File: src/rtl/seg7_scan_mux_if.sv
// seg7_scan_mux_if: display data in / multiplexed 7-segment drive out
//   master: drives tick, value, dp_mask, digit_en, lz_en; observes seg, dp, an, frame_start
//   slave : the scanner side, the reverse directions
interface seg7_scan_mux_if;
    logic        tick;
    logic [15:0] value;
    logic [3:0]  dp_mask;
    logic [3:0]  digit_en;
    logic        lz_en;
    logic [6:0]  seg;
    logic        dp;
    logic [3:0]  an;
    logic        frame_start;
    modport master (output tick, value, dp_mask, digit_en, lz_en,
                    input  seg, dp, an, frame_start);
    modport slave  (input  tick, value, dp_mask, digit_en, lz_en,
                    output seg, dp, an, frame_start);
endinterface

File: src/rtl/seg7_scan_mux.sv
// seg7_scan_mux: 4-digit common-anode scanner with blanking, zero suppression, frame snapshot
//   CLOCK/RESET : system clock, async active-high reset
//   bus (slave) : tick, value, dp_mask, digit_en, lz_en in; seg, dp, an, frame_start out (active-low drive)
module seg7_scan_mux #(
    parameter int BLANK_CYCLES = 200,
    parameter int CNT_W        = 8
) (
    input  logic           CLOCK,
    input  logic           RESET,
    seg7_scan_mux_if.slave bus
);
    localparam bit               NOBLANK = BLANK_CYCLES == 0;
    localparam logic [CNT_W-1:0] LAST    = CNT_W'(NOBLANK ? 0 : BLANK_CYCLES - 1);

    typedef enum logic {BLANK, DRIVE} state_t;

    state_t           state_q, state_d;
    logic [1:0]       idx_q, idx_d;
    logic [CNT_W-1:0] cnt_q, cnt_d;
    logic             idle_q, idle_d;
    logic [15:0]      val_q, val_d;
    logic [3:0]       dpm_q, dpm_d, en_q, en_d;
    logic             lz_q, lz_d;
    logic [3:0]       an_q, an_d;
    logic [6:0]       seg_q, seg_d;
    logic             dp_q, dp_d, fs_q, fs_d;
    logic             adv, wrap, load, dis, lz_blank;
    logic [15:0]      sh;

    function automatic logic [6:0] hex7(input logic [3:0] n);
        case (n)
            4'h0: hex7 = 7'b1000000;
            4'h1: hex7 = 7'b1111001;
            4'h2: hex7 = 7'b0100100;
            4'h3: hex7 = 7'b0110000;
            4'h4: hex7 = 7'b0011001;
            4'h5: hex7 = 7'b0010010;
            4'h6: hex7 = 7'b0000010;
            4'h7: hex7 = 7'b1111000;
            4'h8: hex7 = 7'b0000000;
            4'h9: hex7 = 7'b0010000;
            4'hA: hex7 = 7'b0001000;
            4'hB: hex7 = 7'b0000011;
            4'hC: hex7 = 7'b1000110;
            4'hD: hex7 = 7'b0100001;
            4'hE: hex7 = 7'b0000110;
            default: hex7 = 7'b0001110;
        endcase
    endfunction

    always_ff @(posedge CLOCK or posedge RESET) begin
        if (RESET) begin
            state_q <= BLANK;
            idx_q   <= 2'd3;
            cnt_q   <= '0;
            idle_q  <= 1'b1;
            val_q   <= '0;
            dpm_q   <= '0;
            en_q    <= '0;
            lz_q    <= 1'b0;
            an_q    <= 4'hF;
            seg_q   <= 7'h7F;
            dp_q    <= 1'b1;
            fs_q    <= 1'b0;
        end else begin
            state_q <= state_d;
            idx_q   <= idx_d;
            cnt_q   <= cnt_d;
            idle_q  <= idle_d;
            val_q   <= val_d;
            dpm_q   <= dpm_d;
            en_q    <= en_d;
            lz_q    <= lz_d;
            an_q    <= an_d;
            seg_q   <= seg_d;
            dp_q    <= dp_d;
            fs_q    <= fs_d;
        end
    end

    // idle_q holds the display dark after reset until the first tick, which
    // starts frame 0 on the zero snapshot without performing a capture.
    always_comb begin
        adv     = bus.tick && (state_q == DRIVE || idle_q);
        wrap    = bus.tick && state_q == DRIVE && idx_q == 2'd3;
        load    = (adv && NOBLANK) || (state_q == BLANK && !idle_q && cnt_q == LAST);
        idx_d   = adv ? idx_q + 2'd1 : idx_q;
        state_d = load ? DRIVE : (adv ? BLANK : state_q);
        cnt_d   = adv ? '0 : (state_q == BLANK && !idle_q ? cnt_q + CNT_W'(1) : cnt_q);
        idle_d  = idle_q && !bus.tick;
        val_d   = wrap ? bus.value    : val_q;
        dpm_d   = wrap ? bus.dp_mask  : dpm_q;
        en_d    = wrap ? bus.digit_en : en_q;
        lz_d    = wrap ? bus.lz_en    : lz_q;
    end

    // Decode from the next-state snapshot/index so a zero-blank wrap shows the fresh capture.
    always_comb begin
        sh       = val_d >> {idx_d, 2'b00};
        dis      = !en_d[idx_d];
        lz_blank = lz_d && idx_d != 2'd0 && sh == 16'h0;
        an_d     = load ? ~(4'b0001 << idx_d) : (adv ? 4'hF : an_q);
        seg_d    = load ? ((dis || lz_blank) ? 7'h7F : hex7(sh[3:0])) : (adv ? 7'h7F : seg_q);
        dp_d     = load ? (dis || !dpm_d[idx_d]) : (adv ? 1'b1 : dp_q);
        fs_d     = load && idx_d == 2'd0;
    end

    assign bus.an          = an_q;
    assign bus.seg         = seg_q;
    assign bus.dp          = dp_q;
    assign bus.frame_start = fs_q;
endmodule

File: src/flat_wrapper.sv
// flat-port wrapper written by rule: the top's interface ports become plain ports
module seg7_scan_mux_flat 
#(
    parameter int BLANK_CYCLES = 200,
    parameter int CNT_W        = 8
)
  (CLOCK, RESET, bus_tick, bus_value, bus_dp_mask, bus_digit_en, bus_lz_en, bus_seg, bus_dp, bus_an, bus_frame_start);
  seg7_scan_mux_if bus_i ();
  input  logic CLOCK;
  input  logic RESET;
  input wire logic [$bits(bus_i.tick)-1:0] bus_tick;
  input wire logic [$bits(bus_i.value)-1:0] bus_value;
  input wire logic [$bits(bus_i.dp_mask)-1:0] bus_dp_mask;
  input wire logic [$bits(bus_i.digit_en)-1:0] bus_digit_en;
  input wire logic [$bits(bus_i.lz_en)-1:0] bus_lz_en;
  output wire logic [$bits(bus_i.seg)-1:0] bus_seg;
  output wire logic [$bits(bus_i.dp)-1:0] bus_dp;
  output wire logic [$bits(bus_i.an)-1:0] bus_an;
  output wire logic [$bits(bus_i.frame_start)-1:0] bus_frame_start;
  assign bus_i.tick = bus_tick;
  assign bus_i.value = bus_value;
  assign bus_i.dp_mask = bus_dp_mask;
  assign bus_i.digit_en = bus_digit_en;
  assign bus_i.lz_en = bus_lz_en;
  assign bus_seg = bus_i.seg;
  assign bus_dp = bus_i.dp;
  assign bus_an = bus_i.an;
  assign bus_frame_start = bus_i.frame_start;
  seg7_scan_mux #(.BLANK_CYCLES(BLANK_CYCLES), .CNT_W(CNT_W)) u_core (.CLOCK(CLOCK), .RESET(RESET), .bus(bus_i));
endmodule
File: config.mk
export PLATFORM = sky130hd
export DESIGN_NAME = seg7_scan_mux_flat
export DESIGN_NICKNAME = d
export VERILOG_FILES = /design/src/rtl/seg7_scan_mux_if.sv /design/src/rtl/seg7_scan_mux.sv /design/src/flat_wrapper.sv
export SDC_FILE = /design/constraint.sdc
export NUM_CORES = 1
export LEC_CHECK = 0
export ABC_AREA = 1
export CAP_MARGIN = 25
export CORE_MARGIN = 2
export CORE_UTILIZATION = 30
export DETAILED_ROUTE_END_ITERATION = 7
export PLACE_DENSITY_LB_ADDON = 0.05
export SLEW_MARGIN = 20
export SYNTH_ARGS = -nofsm -noshare
export SYNTH_HDL_FRONTEND = slang
export SYNTH_SLANG_ARGS = --single-unit
File: constraint.sdc
create_clock -name CLOCK -period 5.3 [get_ports CLOCK]
set_input_delay 1.59 -clock CLOCK [delete_from_list [all_inputs] [get_ports CLOCK]]
set_output_delay 1.59 -clock CLOCK [all_outputs]
set_load 0.05 [all_outputs]
==> metrics.txt <==
# TYPE chip_impl_metric gauge
chip_impl_info{name="run_status",value="complete, no violations"} 1
chip_impl_metric{name="yosys_warnings",unit=""} 0
chip_impl_info{name="critical_path.most_common_cell",value="sky130_fd_sc_hd__nand2_1"} 1
chip_impl_metric{name="synthXorXnorAreaFrac",unit="%"} 0
chip_impl_metric{name="global_route_wire_length_before_repair",unit="um"} 11400
chip_impl_info{name="worst_setup_path_start_kind",value="input pin"} 1
chip_impl_metric{name="clkSlewWorstSetupHoldPaths",unit="ns"} 0.09
chip_impl_metric{name="first_global_vias",unit=""} 2402
chip_impl_metric{name="clk_latency_worst_skew_pair",unit="ns"} 0.30
chip_impl_metric{name="placed_cell_area",unit="sq um"} 3360
chip_impl_metric{name="worst_path_largest_cell_delay",unit="ns"} 0.64
chip_impl_info{name="yosys-top-cells-area",value="sky130_fd_sc_hd__dfrtp_1 (30%), sky130_fd_sc_hd__dfstp_2 (14%), sky130_fd_sc_hd__nand2_1 (11%), sky130_fd_sc_hd__inv_1 (7.4%), sky130_fd_sc_hd__nor2_1 (6.7%)"} 1
chip_impl_metric{name="route.detailed.wl_per_inst",unit="um"} 12.1
chip_impl_metric{name="antennaDiodeCount",unit=""} 0
chip_impl_metric{name="critical_path_required",unit="ns"} 5.54
chip_impl_metric{name="vdd.ir_drop.worst",unit="V"} 0.000103
chip_impl_metric{name="vias",unit=""} 2351
chip_impl_info{name="netlist.top_cell.by_area",value="sky130_fd_sc_hd__dfrtp_1"} 1
chip_impl_metric{name="place_congestion",unit=""} 0.852
chip_impl_metric{name="core_area",unit="sq um"} 9280
chip_impl_metric{name="cts_buffer_depth",unit=""} 2
chip_impl_metric{name="synth.net_count",unit=""} 408
chip_impl_metric{name="worstPathMaxFanout",unit=""} 30
chip_impl_info{name="clockRootBuffer",value="sky130_fd_sc_hd__clkbuf_8"} 1
chip_impl_metric{name="postLayoutCellArea",unit="sq um"} 3460
chip_impl_metric{name="drt-total-wl",unit="um"} 6540
chip_impl_metric{name="io_buffers",unit=""} 40
chip_impl_metric{name="post-route-period-util",unit="%"} 75.5
chip_impl_metric{name="footprint_of_the_multi_input_gates",unit="sq um"} 1270
chip_impl_metric{name="timing_hold_violations_final",unit=""} 0
chip_impl_metric{name="fin_nets",unit=""} 446
chip_impl_metric{name="floorplan.die.height",unit="um"} 102
chip_impl_info{name="cts_tree",value="built"} 1
chip_impl_metric{name="cts.htree.levels",unit=""} 2
chip_impl_info{name="crit_path_end_kind",value="flip-flop"} 1
chip_impl_info{name="critical_path_class",value="input pin to flip-flop"} 1
chip_impl_metric{name="setup_total_negative_slack",unit="ns"} 0
chip_impl_metric{name="drive_above_1_share",unit="%"} 13.4
chip_impl_metric{name="p_per_area",unit="nW/um^2"} 300
chip_impl_info{name="synth_top_family_by_area",value="simple AND/OR/NAND/NOR gates"} 1
chip_impl_metric{name="grt.total_usage",unit="%"} 14.0
chip_impl_metric{name="maxClockFrequency",unit="GHz"} 0.250
chip_impl_metric{name="design.portCount",unit=""} 41
chip_impl_info{name="critical-path-slowest-cell",value="sky130_fd_sc_hd__clkdlybuf4s50_1"} 1
chip_impl_metric{name="synth.avg_cell_area",unit="sq um"} 7.73
chip_impl_metric{name="synthesis.instances",unit=""} 372
chip_impl_info{name="cells_traversed_along_the_worst_timing_path",value="clkdlybuf4s50_1 -> nand3_4 -> o21ai_1 -> nand2_1 -> nand2_1 -> nand2_1 -> o21ai_2 -> inv_2 -> ha_1 -> nand3_1 -> a21oi_1 -> nand3_1 -> nor2_2 -> nand2_2 -> nand2_1 -> nor2_1 -> nor2_1"} 1
chip_impl_metric{name="postRouteAntennaNets",unit=""} 0
chip_impl_metric{name="num-fill-cells",unit=""} 1022
chip_impl_metric{name="antenna_found_initial",unit=""} 0
chip_impl_metric{name="cap_violations",unit=""} 0
chip_impl_metric{name="synth-compound-area-share",unit="%"} 9.70
chip_impl_metric{name="max-slew-margin-rel",unit="%"} 62.5
chip_impl_info{name="rsz0062_at_grt",value="no"} 1
chip_impl_metric{name="setup_ws",unit="ns"} 1.30
chip_impl_metric{name="finalSetupViolCount",unit=""} 0
chip_impl_metric{name="rows",unit=""} 35
chip_impl_metric{name="cts-buffers-inserted",unit=""} 5
chip_impl_info{name="hold_class",value="flip-flop to flip-flop"} 1
chip_impl_metric{name="dp_hpwl",unit="um"} 4930
chip_impl_metric{name="final_power",unit="uW"} 1040
chip_impl_metric{name="place_worst_setup_slack",unit="ns"} 0.940
chip_impl_metric{name="drt_pass1_iterations",unit=""} 4
chip_impl_metric{name="drcViolationCount",unit=""} 0
chip_impl_metric{name="postCtsSetupBuffers",unit=""} 0
chip_impl_metric{name="cts.sinks",unit=""} 50
chip_impl_metric{name="regArea",unit="sq um"} 1270
chip_impl_metric{name="synthSimpleGateAreaFrac",unit="%"} 29.2
chip_impl_metric{name="synth_fa_ha_area_share",unit="%"} 3.48
chip_impl_metric{name="synth_mux_area_share",unit="%"} 1.91
chip_impl_metric{name="slew_violations",unit=""} 0
chip_impl_metric{name="netlist.area_leader.share",unit="%"} 30.4
chip_impl_metric{name="post_synth_instance_area",unit="sq um"} 2880
chip_impl_metric{name="worst_slew_pin_slew",unit="ns"} 0.557
chip_impl_info{name="most_frequent_standard_cell_in_the_layout_excluding_fill_and_tap_cells",value="sky130_fd_sc_hd__nand2_1"} 1
chip_impl_metric{name="hold_fix_buffers_cts",unit=""} 0
chip_impl_metric{name="synth_seq_area_share",unit="%"} 44.1
chip_impl_metric{name="finalWorstPathRequiredPeriod",unit="ns"} 4.00
chip_impl_metric{name="ys_types",unit=""} 32
chip_impl_metric{name="syn2layout_area_growth",unit="%"} 20.4
chip_impl_metric{name="vias_per_cell",unit=""} 4.35
chip_impl_metric{name="postCtsResizedCells",unit=""} 0
chip_impl_metric{name="critPathArrivalTime",unit="ns"} 4.24
chip_impl_metric{name="first_iter_violations",unit=""} 65
chip_impl_metric{name="gr-total-overflow",unit=""} 0
chip_impl_metric{name="die_w",unit="um"} 102
chip_impl_metric{name="power.leakage",unit="uW"} 0.00171
chip_impl_metric{name="synth-seq-cells",unit=""} 50
chip_impl_info{name="most-common-layout-cells",value="sky130_fd_sc_hd__nand2_1 (82), sky130_fd_sc_hd__inv_1 (56), sky130_fd_sc_hd__nor2_1 (51), sky130_fd_sc_hd__clkdlybuf4s50_1 (40), sky130_fd_sc_hd__dfrtp_1 (35)"} 1
chip_impl_metric{name="initial_utilization",unit="%"} 31.0
chip_impl_metric{name="clock-skew-final",unit="ns"} 0.00690
chip_impl_metric{name="fp.dieArea",unit="sq um"} 10400
chip_impl_metric{name="grt_start_max_net_pins",unit=""} 31
==> sequential cells by signal (all words and copies together), names as in the netlist <==
name and cells:
u_core.bus.seg 7, u_core.bus.an 4, u_core.idx_q 2, u_core.en_q 4
u_core.cnt_q 8, u_core.idle_q 1, u_core.dpm_q 4, u_core.state_q 1
u_core.bus.dp 1, u_core.bus.frame_start 1, u_core.lz_q 1, u_core.val_q 16
==> final cells by class <==
class,instances,share of cell area [%]
clock inverters,1,0.867
repair buffers,42,12.0
clock buffers,7,2.20
multi-input cells,249,36.8
well taps,129,4.66
flip-flops and latches,50,36.7
inverters,62,6.79
==> synthesized netlist by cell type, drive strengths merged <==
cell and number:
nand4 2, ha 8, mux2i 1, mux2 4, nor4 1, buf 11
nand3 34, a21oi 7, and2 1, dfstp 15, nand2 91, nor2 58
o211ai 1, dfrtp 35, o21ai 32, o31ai 2, nand3b 1, o32ai 3
inv 62, o22ai 3
==> path summary, 6_finish.rpt <==
path                                      start                end  slack, ns  cells past startpoint
max in group asynchronous                 RESET   u_core.bus.an[3]       2.86                      3
worst min-delay path            u_core.val_q[7]    u_core.val_q[7]       0.49                      2
worst max-delay path                   bus_tick  u_core.bus.seg[3]       1.30                     17
worst min register to register  u_core.val_q[7]    u_core.val_q[7]       0.49                      2
min in group asynchronous                 RESET    u_core.cnt_q[1]       1.65                      2
worst max register to register  u_core.idx_q[0]  u_core.bus.seg[3]       2.47                     17
==> critical path, delay by kind of cell <==
family,cells,cell delay [ns]
AO/OA/AOI/OAI,3,0.49
buffers and inverters,2,0.75
adder cells (fa/ha/maj),1,0.25
AND/OR/NAND/NOR,11,1.12
==> routing by layer <==
metal,vias up,routed length (um),global-route usage [%]
li1,1243,-,-
met5,-,0,0
met4,0,35,2.77
met3,2,213,2.80
met2,29,3220,25.8
met1,1077,3070,17.1
==> power by group <==
part	internal [uW]	switching (uW)	total [uW]
Sequential	434	30.7	465
Combinational	113	191	304
Clock	142	129	271
Total	689	351	1040
==> stage by stage <==
step / utilization, % / hold WS [ns] / instances
2_1_floorplan: - / 0.443 / 372
3_3_place_gp: 36.1 / 0.467 / 532
3_5_place_dp: 36.1 / 0.471 / 532
4_1_cts: 37.3 / 0.495 / 540
5_1_grt: 37.3 / 0.523 / 540
6_report: 37.3 / 0.487 / 540
==> kinds of logic (layout without fill, tap and decap cells) <==
family | Yosys count | count (layout)
compound gates | 48 | 48
fa+ha+maj | 8 | 8
flops | 50 | 50
mux | 5 | 5
buf+inv | 73 | 112
simple gates | 188 | 188
Note: power is estimated with default switching activity, not from simulation.
